**config.mk**
```make
export PLATFORM = sky130hd
export DESIGN_NAME = des_key_schedule
export DESIGN_NICKNAME = d
export VERILOG_FILES = /design/src/rtl/des_key_schedule.sv
export SDC_FILE = /design/constraint.sdc
export NUM_CORES = 1
export LEC_CHECK = 0
export ABC_AREA = 1
export CELL_PAD_IN_SITES_DETAIL_PLACEMENT = 1
export CELL_PAD_IN_SITES_GLOBAL_PLACEMENT = 2
export CORE_ASPECT_RATIO = 1.75
export CORE_MARGIN = 4
export CORE_UTILIZATION = 27
export CTS_CLUSTER_DIAMETER = 200
export DETAILED_ROUTE_END_ITERATION = 12
export PLACE_DENSITY = 0.86
export SYNTH_ARGS = -nofsm -noshare
export SYNTH_HDL_FRONTEND = slang
export SYNTH_SLANG_ARGS = --single-unit
```
**constraint.sdc**
```tcl
create_clock -name clk -period 2.8 [get_ports clk]
set_clock_uncertainty 0.15 [all_clocks]
set_input_delay 0.42 -clock clk [delete_from_list [all_inputs] [get_ports clk]]
set_output_delay 0.42 -clock clk [all_outputs]
set_load 0.02 [all_outputs]
```
**src/rtl/des_key_schedule.sv**
```systemverilog
`default_nettype none
// ============================================================================
// Module   : des_key_schedule
// Purpose  : DES key schedule sequencer. Loads PC1(key) into a 28+28 bit
//            C/D register pair, rotates C and D once per round, and presents
//            PC2(C,D) as the round subkey over a valid/ready handshake.
//            Encrypt order is K1..K16, decrypt order is K16..K1.
//
// Ports    : clk          in   rising-edge clock
//            rst          in   asynchronous active-high reset
//            start        in   begin a schedule (honoured in IDLE only)
//            key[63:0]    in   raw 64-bit key, DES bit 1 = key[63]
//            decrypt      in   direction, sampled with start
//            subkey_ready in   consumer accepts the presented subkey
//            subkey[47:0] out  round subkey, DES bit 1 = subkey[47]; 0 if idle
//            subkey_valid out  subkey presented
//            round[3:0]   out  presented round, modulo 16 (see note below)
//            busy         out  schedule in progress
//            done         out  one-cycle pulse after the last accept
//            key_err      out  key parity error (DES_KS_PARITY_CHECK_EN only)
//
// Build    : define DES_KS_PARITY_CHECK_EN to refuse keys whose bytes are not
//            odd parity and to expose the key_err flag. Without it the parity
//            bits are simply dropped by PC1.
//
// Note     : the round index runs 1..16 but the port is 4 bits wide, so
//            round 16 is presented as 4'h0 with subkey_valid = 1. Idle is
//            distinguished from round 16 by subkey_valid / busy.
//
// Revision : 1.0 - initial release
// ============================================================================
module des_key_schedule (
  input  logic        clk,
  input  logic        rst,
  input  logic        start,
  input  logic [63:0] key,
  input  logic        decrypt,
  input  logic        subkey_ready,
  output logic [47:0] subkey,
  output logic        subkey_valid,
  output logic [3:0]  round,
  output logic        busy,
  output logic        done
`ifdef DES_KS_PARITY_CHECK_EN
  ,
  output logic        key_err
`endif
);

  // DES tables, 1-based DES bit numbers of the source vector.
  localparam int c_PC1 [56] = '{
    57, 49, 41, 33, 25, 17,  9,  1, 58, 50, 42, 34, 26, 18,
    10,  2, 59, 51, 43, 35, 27, 19, 11,  3, 60, 52, 44, 36,
    63, 55, 47, 39, 31, 23, 15,  7, 62, 54, 46, 38, 30, 22,
    14,  6, 61, 53, 45, 37, 29, 21, 13,  5, 28, 20, 12,  4
  };

  localparam int c_PC2 [48] = '{
    14, 17, 11, 24,  1,  5,  3, 28, 15,  6, 21, 10,
    23, 19, 12,  4, 26,  8, 16,  7, 27, 20, 13,  2,
    41, 52, 31, 37, 47, 55, 30, 40, 51, 45, 33, 48,
    44, 49, 39, 56, 34, 53, 46, 42, 50, 36, 29, 32
  };

  typedef enum logic [0:0] {
    ST_IDLE  = 1'b0,
    ST_ROUND = 1'b1
  } state_t;

  state_t      r_state;
  state_t      w_state_nxt;

  logic [27:0] r_c;
  logic [27:0] r_d;
  logic [4:0]  r_round;     // 0 idle, 1..16 presented round
  logic        r_dec;
  logic        r_done;

  logic [55:0] w_pc1;
  logic [47:0] w_pc2;
  logic        w_parity_ok;
  logic        w_idle;
  logic        w_start_ok;
  logic        w_accept;
  logic        w_last;

  // DES bit b of an N-bit vector lives at vector index N-b.
  function automatic logic [55:0] f_pc1(input logic [63:0] k);
    logic [55:0] v;
    logic [5:0]  src;
    v = '0;
    for (int i = 0; i < 56; i++) begin
      src = 6'(64 - c_PC1[i]);
      v[6'(55 - i)] = k[src];
    end
    return v;
  endfunction

  function automatic logic [47:0] f_pc2(input logic [55:0] cd);
    logic [47:0] v;
    logic [5:0]  src;
    v = '0;
    for (int i = 0; i < 48; i++) begin
      src = 6'(56 - c_PC2[i]);
      v[6'(47 - i)] = cd[src];
    end
    return v;
  endfunction

  // Rotation amount for round r: 1 for rounds 1, 2, 9, 16, otherwise 2.
  function automatic logic f_shift2(input logic [4:0] r);
    return !((r == 5'd1) || (r == 5'd2) || (r == 5'd9) || (r == 5'd16));
  endfunction

  function automatic logic [27:0] f_rotl(input logic [27:0] v, input logic two);
    return two ? {v[25:0], v[27:26]} : {v[26:0], v[27]};
  endfunction

  function automatic logic [27:0] f_rotr(input logic [27:0] v, input logic two);
    return two ? {v[1:0], v[27:2]} : {v[0], v[27:1]};
  endfunction

  assign w_pc1 = f_pc1(key);
  assign w_pc2 = f_pc2({r_c, r_d});

`ifdef DES_KS_PARITY_CHECK_EN
  // Every key byte must carry odd parity.
  always_comb begin
    w_parity_ok = 1'b1;
    for (int b = 0; b < 8; b++) begin
      if (!(^key[8*b +: 8])) begin
        w_parity_ok = 1'b0;
      end
    end
  end
`else
  // Parity bits (DES bits 8, 16, ..., 64) are intentionally ignored.
  logic w_unused_parity;
  assign w_unused_parity = ^{key[56], key[48], key[40], key[32],
                             key[24], key[16], key[8],  key[0]};
  assign w_parity_ok = 1'b1;
`endif

  assign w_idle     = (r_state == ST_IDLE);
  assign w_start_ok = w_idle & start & w_parity_ok;
  assign w_accept   = (r_state == ST_ROUND) & subkey_ready;
  assign w_last     = r_dec ? (r_round == 5'd1) : (r_round == 5'd16);

  // --------------------------------------------------------------------------
  // FSM state register
  // --------------------------------------------------------------------------
  always_ff @(posedge clk or posedge rst) begin
    if (rst) begin
      r_state <= ST_IDLE;
    end else begin
      r_state <= w_state_nxt;
    end
  end

  // --------------------------------------------------------------------------
  // FSM next state and outputs; outputs depend on registers only
  // --------------------------------------------------------------------------
  always_comb begin
    w_state_nxt  = r_state;
    subkey_valid = 1'b0;
    busy         = 1'b0;
    subkey       = '0;
    case (r_state)
      ST_IDLE: begin
        if (w_start_ok) begin
          w_state_nxt = ST_ROUND;
        end
      end
      ST_ROUND: begin
        subkey_valid = 1'b1;
        busy         = 1'b1;
        subkey       = w_pc2;
        if (w_accept && w_last) begin
          w_state_nxt = ST_IDLE;
        end
      end
      default: begin
        w_state_nxt = ST_IDLE;
      end
    endcase
  end

  assign round = r_round[3:0];
  assign done  = r_done;

  // --------------------------------------------------------------------------
  // C/D datapath, round counter, direction and done pulse
  // --------------------------------------------------------------------------
  always_ff @(posedge clk or posedge rst) begin
    if (rst) begin
      r_c     <= '0;
      r_d     <= '0;
      r_round <= '0;
      r_dec   <= 1'b0;
      r_done  <= 1'b0;
    end else begin
      r_done <= 1'b0;
      if (w_start_ok) begin
        r_dec <= decrypt;
        if (decrypt) begin
          // C16D16 equals C0D0 because the rotations total 28 bits.
          r_c     <= w_pc1[55:28];
          r_d     <= w_pc1[27:0];
          r_round <= 5'd16;
        end else begin
          r_c     <= f_rotl(w_pc1[55:28], 1'b0);
          r_d     <= f_rotl(w_pc1[27:0], 1'b0);
          r_round <= 5'd1;
        end
      end else if (w_accept) begin
        if (w_last) begin
          r_round <= 5'd0;
          r_done  <= 1'b1;
        end else if (r_dec) begin
          // Undo the shift that produced the current round.
          r_c     <= f_rotr(r_c, f_shift2(r_round));
          r_d     <= f_rotr(r_d, f_shift2(r_round));
          r_round <= r_round - 5'd1;
        end else begin
          r_c     <= f_rotl(r_c, f_shift2(r_round + 5'd1));
          r_d     <= f_rotl(r_d, f_shift2(r_round + 5'd1));
          r_round <= r_round + 5'd1;
        end
      end
    end
  end

`ifdef DES_KS_PARITY_CHECK_EN
  logic r_key_err;

  always_ff @(posedge clk or posedge rst) begin
    if (rst) begin
      r_key_err <= 1'b0;
    end else if (w_idle && start) begin
      // Refused start raises the flag; an accepted start clears it.
      r_key_err <= ~w_parity_ok;
    end
  end

  assign key_err = r_key_err;
`endif

endmodule
`default_nettype wire
```
* Word level (Yosys, flattened, before mapping)
Index checks and enable logic that the tools add are counted.
** Storage, ports and cells
- Register bits :: 64
- Input port bits :: 69
- Output and inout port bits :: 55
- Word-level logic and storage cells :: 57
** Cells by class
- Add/sub/neg operators :: 2
- Equality and inequality tests :: 9
- Muxes and demuxes :: 28
- Bitwise operators :: 3
- Reductions and logical operators :: 9
** Operators by type and width (count)
- $mux W28 :: 13
- $mux W32 :: 1
- $mux W5 :: 6
- $eq A5 B1 Y1 const B :: 2
- $eq A5 B2 Y1 const B :: 2
- $eq A5 B4 Y1 const B :: 2
- $eq A5 B5 Y1 const B :: 2
- $mux W1 :: 7
- $logic_or A1 B1 Y1 :: 6
- $add A5 B1 Y5 const B :: 1
- $sub A5 B1 Y5 const B :: 1
- $and A1 B1 Y1 :: 2
- $ne A2 B2 Y1 const B :: 1
- $pmux W1 S2 :: 1
- $reduce_and A2 Y1 :: 1
- $reduce_bool A2 Y1 :: 1
- $logic_and A1 B1 Y1 :: 1
- $not A1 Y1 :: 1

* Logic depth before layout (Yosys ltp)
- Word-level depth :: 10
- Depth in mapped cells :: 15
- Gate-level depth less buffers :: 13

* Worst setup path before layout
OpenSTA, ideal clock, no wires.
- Kind :: register to register
- Start point :: register r_round[1]
- End point :: register r_c[13]
- Setup time :: 0.130 ns
- Arrival time :: 1.801 ns
- Path slack :: 0.719 ns
- Cell stages (with the launch flop) :: 12
- Buffers on the path :: 2
- Clock period less this slack :: 2.081 ns
- Path through :: dfrtp_1 -> inv_1 -> ha_1 -> inv_1 -> nor3_1 -> nand2_1 -> nand3b_1 -> buf_2 -> clkbuf_1 -> o211ai_1 -> nand3_1 -> o21ai_1
** Between the ends
- Longest elaborated chain between the ends :: 10
** RTL lines
- start: declaration :: RTL line 75 : logic [4:0] r_round;
- start signal: assignment :: RTL line 223 : r_round <= r_round - 5'd1;
- start signal: assignment :: RTL line 227 : r_round <= r_round + 5'd1;
- $add A5 B1 Y5 :: RTL line 225 : r_c <= f_rotl(r_c, f_shift2(r_round + 5'd1));
- $eq A5 B1 Y1 / $eq A5 B2 Y1 (equally long branches) :: RTL line 112 : return !((r == 5'd1) || (r == 5'd2) || (r == 5'd9) || (r == 5'd16));
- $logic_or A1 B1 Y1 (3 in a row) :: RTL line 112
- $mux W28 :: RTL line 116 : return two ? {v[25:0], v[27:26]} : {v[26:0], v[27]};
- $mux W28 :: RTL line 219 : end else if (r_dec) begin
- $mux W28 :: RTL line 216 : if (w_last) begin
- $mux W28 :: RTL line 215 : end else if (w_accept) begin
- $mux W28 :: RTL line 203 : if (w_start_ok) begin
- end signal: assignment :: RTL line 207 : r_c <= w_pc1[55:28];
- end signal: assignment :: RTL line 221 : r_c <= f_rotr(r_c, f_shift2(r_round));
- end signal: assignment :: RTL line 225
- end: declaration :: RTL line 73 : logic [27:0] r_c;
Several ways; a longest one is shown, not always the timed one. The select of a mux whose other input is x is not followed.
A chain may end at the register's enable or synchronous reset.

* Final worst setup path
- Start point :: register r_round[0]
- End point :: register r_d[0]
** Between the ends
- Longest elaborated chain between the ends :: 10
** RTL lines
- $add A5 B1 Y5 :: RTL line 226 : r_d <= f_rotl(r_d, f_shift2(r_round + 5'd1));
- $eq A5 B1 Y1 / $eq A5 B2 Y1 (equally long branches) :: RTL line 112
- $logic_or A1 B1 Y1 (3 in a row) :: RTL line 112
- $mux W28 :: RTL line 116
- $mux W28 :: RTL line 219
- $mux W28 :: RTL line 216
- $mux W28 :: RTL line 215
- $mux W28 :: RTL line 203
- end signal: assignment :: RTL line 208 : r_d <= w_pc1[27:0];
- end signal: assignment :: RTL line 222 : r_d <= f_rotr(r_d, f_shift2(r_round));
- end signal: assignment :: RTL line 226
- end: declaration :: RTL line 74 : logic [27:0] r_d;
Several ways; a longest one is shown, not always the timed one. The select of a mux whose other input is x is not followed.

==> impl_summary.log <==
[metrics] routability congestion estimate: 0.761
[metrics] pin count of the biggest net entering global routing: 90
[metrics] CP Max Fanout: 41
[metrics] via count of the first global-routing pass: 6135
[metrics] class of the most critical hold timing path: in -> async
[metrics] synthesized area per cell: 6.37 µm²
[metrics] I/O pin count: 124
[metrics] aggregate global routing overflow: 0
[metrics] Seq pwr share: 19.6%
[metrics] setup repair after global routing missed its margin: false
[metrics] number of buffers added by the clock tree synthesis step: 9
[metrics] finished layout cell area: 6530 µm²
[metrics] count of routing violations after the opening detailed-route iteration: 173
[metrics] Cell Int Power: 0.00464 W
[metrics] Routed WL per cell: 16.2 µm
[metrics] number of storage elements in the synthesis netlist: 64
[metrics] wire length of the first global-routing pass: 30400 µm
[metrics] slew at the pin closest to its max-slew limit: 0.954 ns
[metrics] critical path buffer and inverter count: 3
[metrics] drt drc: 0
[metrics] top post-synthesis cells by area: dfrtp_1 30%, nand2_1 15%, nand3_1 11%
[metrics] worst voltage drop across the vdd grid: 547 µV
[metrics] cell type with the largest total area after synthesis: dfrtp_1
[metrics] worst-case clock buffer depth: 2
[metrics] pins over their slew limit: 0
[metrics] clock sink count: 64
[metrics] fraction of the yosys area taken by sequential cells: 30.0%
[metrics] RR Endpoint: r_d[0]
[metrics] hold bufs inserted after CTS: 0
[metrics] area after detailed placement: 6230 µm²
[metrics] Worst R2R Setup Slack: 0.30 ns
[metrics] total number of vias: 5754
[metrics] endpoint required time on the critical path: 2.87 ns
[metrics] portion of the clock cycle consumed by the worst path in the final layout: 89.2%
[metrics] TritonCTS clock tree: built
[metrics] Total Routing Usage GR: 16.7%
[metrics] critical path startpoint category: register
[metrics] fraction of final layout cells sized beyond drive strength 1: 5.67%
[metrics] accumulated negative setup slack: 0 ns
[metrics] nature of the critical path endpoint: register
[metrics] number of distinct library cells after synthesis: 33
[metrics] sequence of cells on the critical path: inv_1 -> ha_1 -> nand2_1 -> nor2_1 -> nand3b_1 -> buf_12 -> buf_4 -> a21oi_1 -> o21ai_1 -> nand2_1 -> nand2_1 -> a21oi_1
[metrics] result of the run: finished, final reports clean
[metrics] reg2reg start: r_round[0]
[metrics] Clock Latency Late Sink: 0.34 ns
[metrics] post-route antenna net violation count: 0
[metrics] Fmax: 401 MHz
[metrics] wirelength, routed: 18200 µm
[metrics] first drt pass iteration count: 4
[metrics] layout net count: 952
[metrics] switch share: 52.8%
[metrics] Final Core Density: 33.8%
[metrics] stage delay of the slowest cell on the critical path: 0.48 ns
[metrics] die height: 194 µm
[metrics] min Tclk post-route: 2.50 ns
[metrics] Yosys warning count: 0
[metrics] Area Growth Syn to Fin: 22.1%
[metrics] number of endpoints with negative hold slack in the final report: 0
[metrics] clock root buffer master: clkbuf_16
[metrics] number of gates resized after cts: 0
[metrics] Arr. time, crit path: 2.57 ns
[metrics] area enclosed by the die boundary: 22200 µm²
[metrics] switching power: 0.00520 W
[metrics] kind of cell adding the most delay to the critical path: buffers and inverters
[metrics] most repeated library cell on the critical path: nand2_1
[metrics] maximum level of the CTS H-tree: 3
[metrics] quantity of I/O buffers inserted on ports: 75
[metrics] final setup vio count: 0
[metrics] number of diodes: 0
[metrics] synthesized netlist cell count: 839
[metrics] Power Density: 1510 nW/µm²
[metrics] portion of synthesized cell area occupied by the leading cell type: 30.0%
[metrics] Cell Count, Final, Fillers Out: 1123
[metrics] initial cell density of the core: 27.7%
[metrics] kind of critical path: reg -> reg
[metrics] reg2reg path depth: 12
[metrics] Max-Slew Margin vs Limit: 36.4%
[metrics] antenna violations before repair: 0
[metrics] horizontal extent of the die: 114 µm
[metrics] number of rows created at floorplan: 67
[metrics] sum of net half-perimeters after detailed placement: 12200 µm
[metrics] standard cell with the maximum stage delay on the critical path: dfrtp_1
[metrics] Clock power frac: 11.9%
[metrics] leakage power figure: 3.17 nW
[metrics] Max-Cap Viols: 0
[metrics] area of the core region: 19300 µm²
[metrics] number of cells after detailed placement: 1107
[metrics] proportion of power drawn by combinational gates: 68.4%
[metrics] cell area after synthesis: 5340 µm²
[metrics] routed via count divided by cell count: 5.12
[metrics] clock slew seen by the registers of the worst setup and hold paths: 0.06 ns
[metrics] Setup Fix Bufs, Post-CTS: 0
[metrics] Filler Cells Inserted: 2497
-- cell usage after synthesis, drive strengths merged --
cell type  instances
clkbuf            33
xor2               1
nor3               2
nand4              2
o311ai             1
a21oi             67
dfrtp             64
o21ai             60
nand2            221
o211ai            26
o221ai             1
inv              101
nor2              42
nand3b             1
nand3            120
o22ai              2
a31oi              1
a221oi            31
buf               51
xnor2              1
or2                2
clkinv             2
ha                 6
conb               1
-- final cells by class --
class                           instances  area [µm²]  area share, %
Timing Repair Buffer                   96         971           14.9
Multi-Input combinational cell        603        2970           45.4
Inverter                              103         387           5.92
Tap cell                              241         302           4.62
Clock buffer                           13         260           3.99
Clock inverter                          3        40.0          0.613
Sequential cell                        64        1600           24.5
-- per-stage QoR --
stage                     hold WS, ns  setup slack, ns  total power, W
after floorplan                 0.358            0.632         0.00665
after global placement          0.380            0.360         0.00865
after detailed placement        0.399            0.334         0.00874
after CTS                       0.346            0.296         0.00998
after global routing            0.382           0.0852          0.0109
final                           0.321            0.303         0.00984
-- worst max path at each step --
stage / slack, ns / startpoint / endpoint / depth (start not counted)
floorplan: 0.63 / rst / done / 1
global route: 0.09 / r_round[1] / r_d[17] / 13
detailed placement: 0.33 / r_round[1] / r_d[7] / 13
finish: 0.30 / r_round[0] / r_d[0] / 12
CTS: 0.30 / r_round[0] / r_d[7] / 12
global placement: 0.36 / r_round[1] / r_d[7] / 13
-- flip-flops by register name, summed over array words and instances, names as in the netlist --
name	count
r_round	5
done	1
r_c	28
r_d	28
r_dec	1
r_state	1
-- tightest hold or removal path, delay by kind of cell --
family	cells	cell delay, ns
buffers and inverters	3	0.79
-- cells by family (layout without fill, tap and decap cells) --
kind of cell	Yosys count	after routing	share of synthesized area, %
adders and majority gates	6	6	1.40
DFF	64	64	30.0
xor gates and xnor gates	2	2	0.328
and+or+nand+nor	390	390	31.2
AOI/OAI and AO/OA	189	189	21.4
other	1	16	0.0702
buffers and inverters	187	215	15.6
-- routing by layer --
layer  vias up  routed length, µm  global-route usage (%)
li1       2826                  -                       -
met1      2812               7430                    18.9
met2       102              10100                    31.5
met3        14                471                    1.94
met4         0                260                    5.59
met5         -                  0                       0
-- placed cells by master, fill, tap and decap left out, types with 3 or more instances in the layout --
master,instances
conb_1,16
o211ai_1,26
nand3_1,119
nor2_1,38
nand2_1,219
inv_2,5
ha_1,6
clkdlybuf4s50_1,75
a21oi_1,67
inv_1,96
o21ai_0,33
buf_12,5
a221oi_1,31
o21ai_1,26
buf_4,16
nor2_4,3
dfrtp_1,64
clkbuf_16,9
-- power groups by stage --
| stage | registers, W | clock network, W | logic (W) |
|---|---|---|---|
| after floorplan | 0.00175 | 0 | 0.00490 |
| after global placement | 0.00194 | 0 | 0.00671 |
| after detailed placement | 0.00195 | 0 | 0.00679 |
| after CTS | 0.00194 | 0.00120 | 0.00685 |
| after global routing | 0.00201 | 0.00124 | 0.00765 |
| final | 0.00193 | 0.00117 | 0.00673 |
No activity file was read; power rests on OpenSTA's default activity.
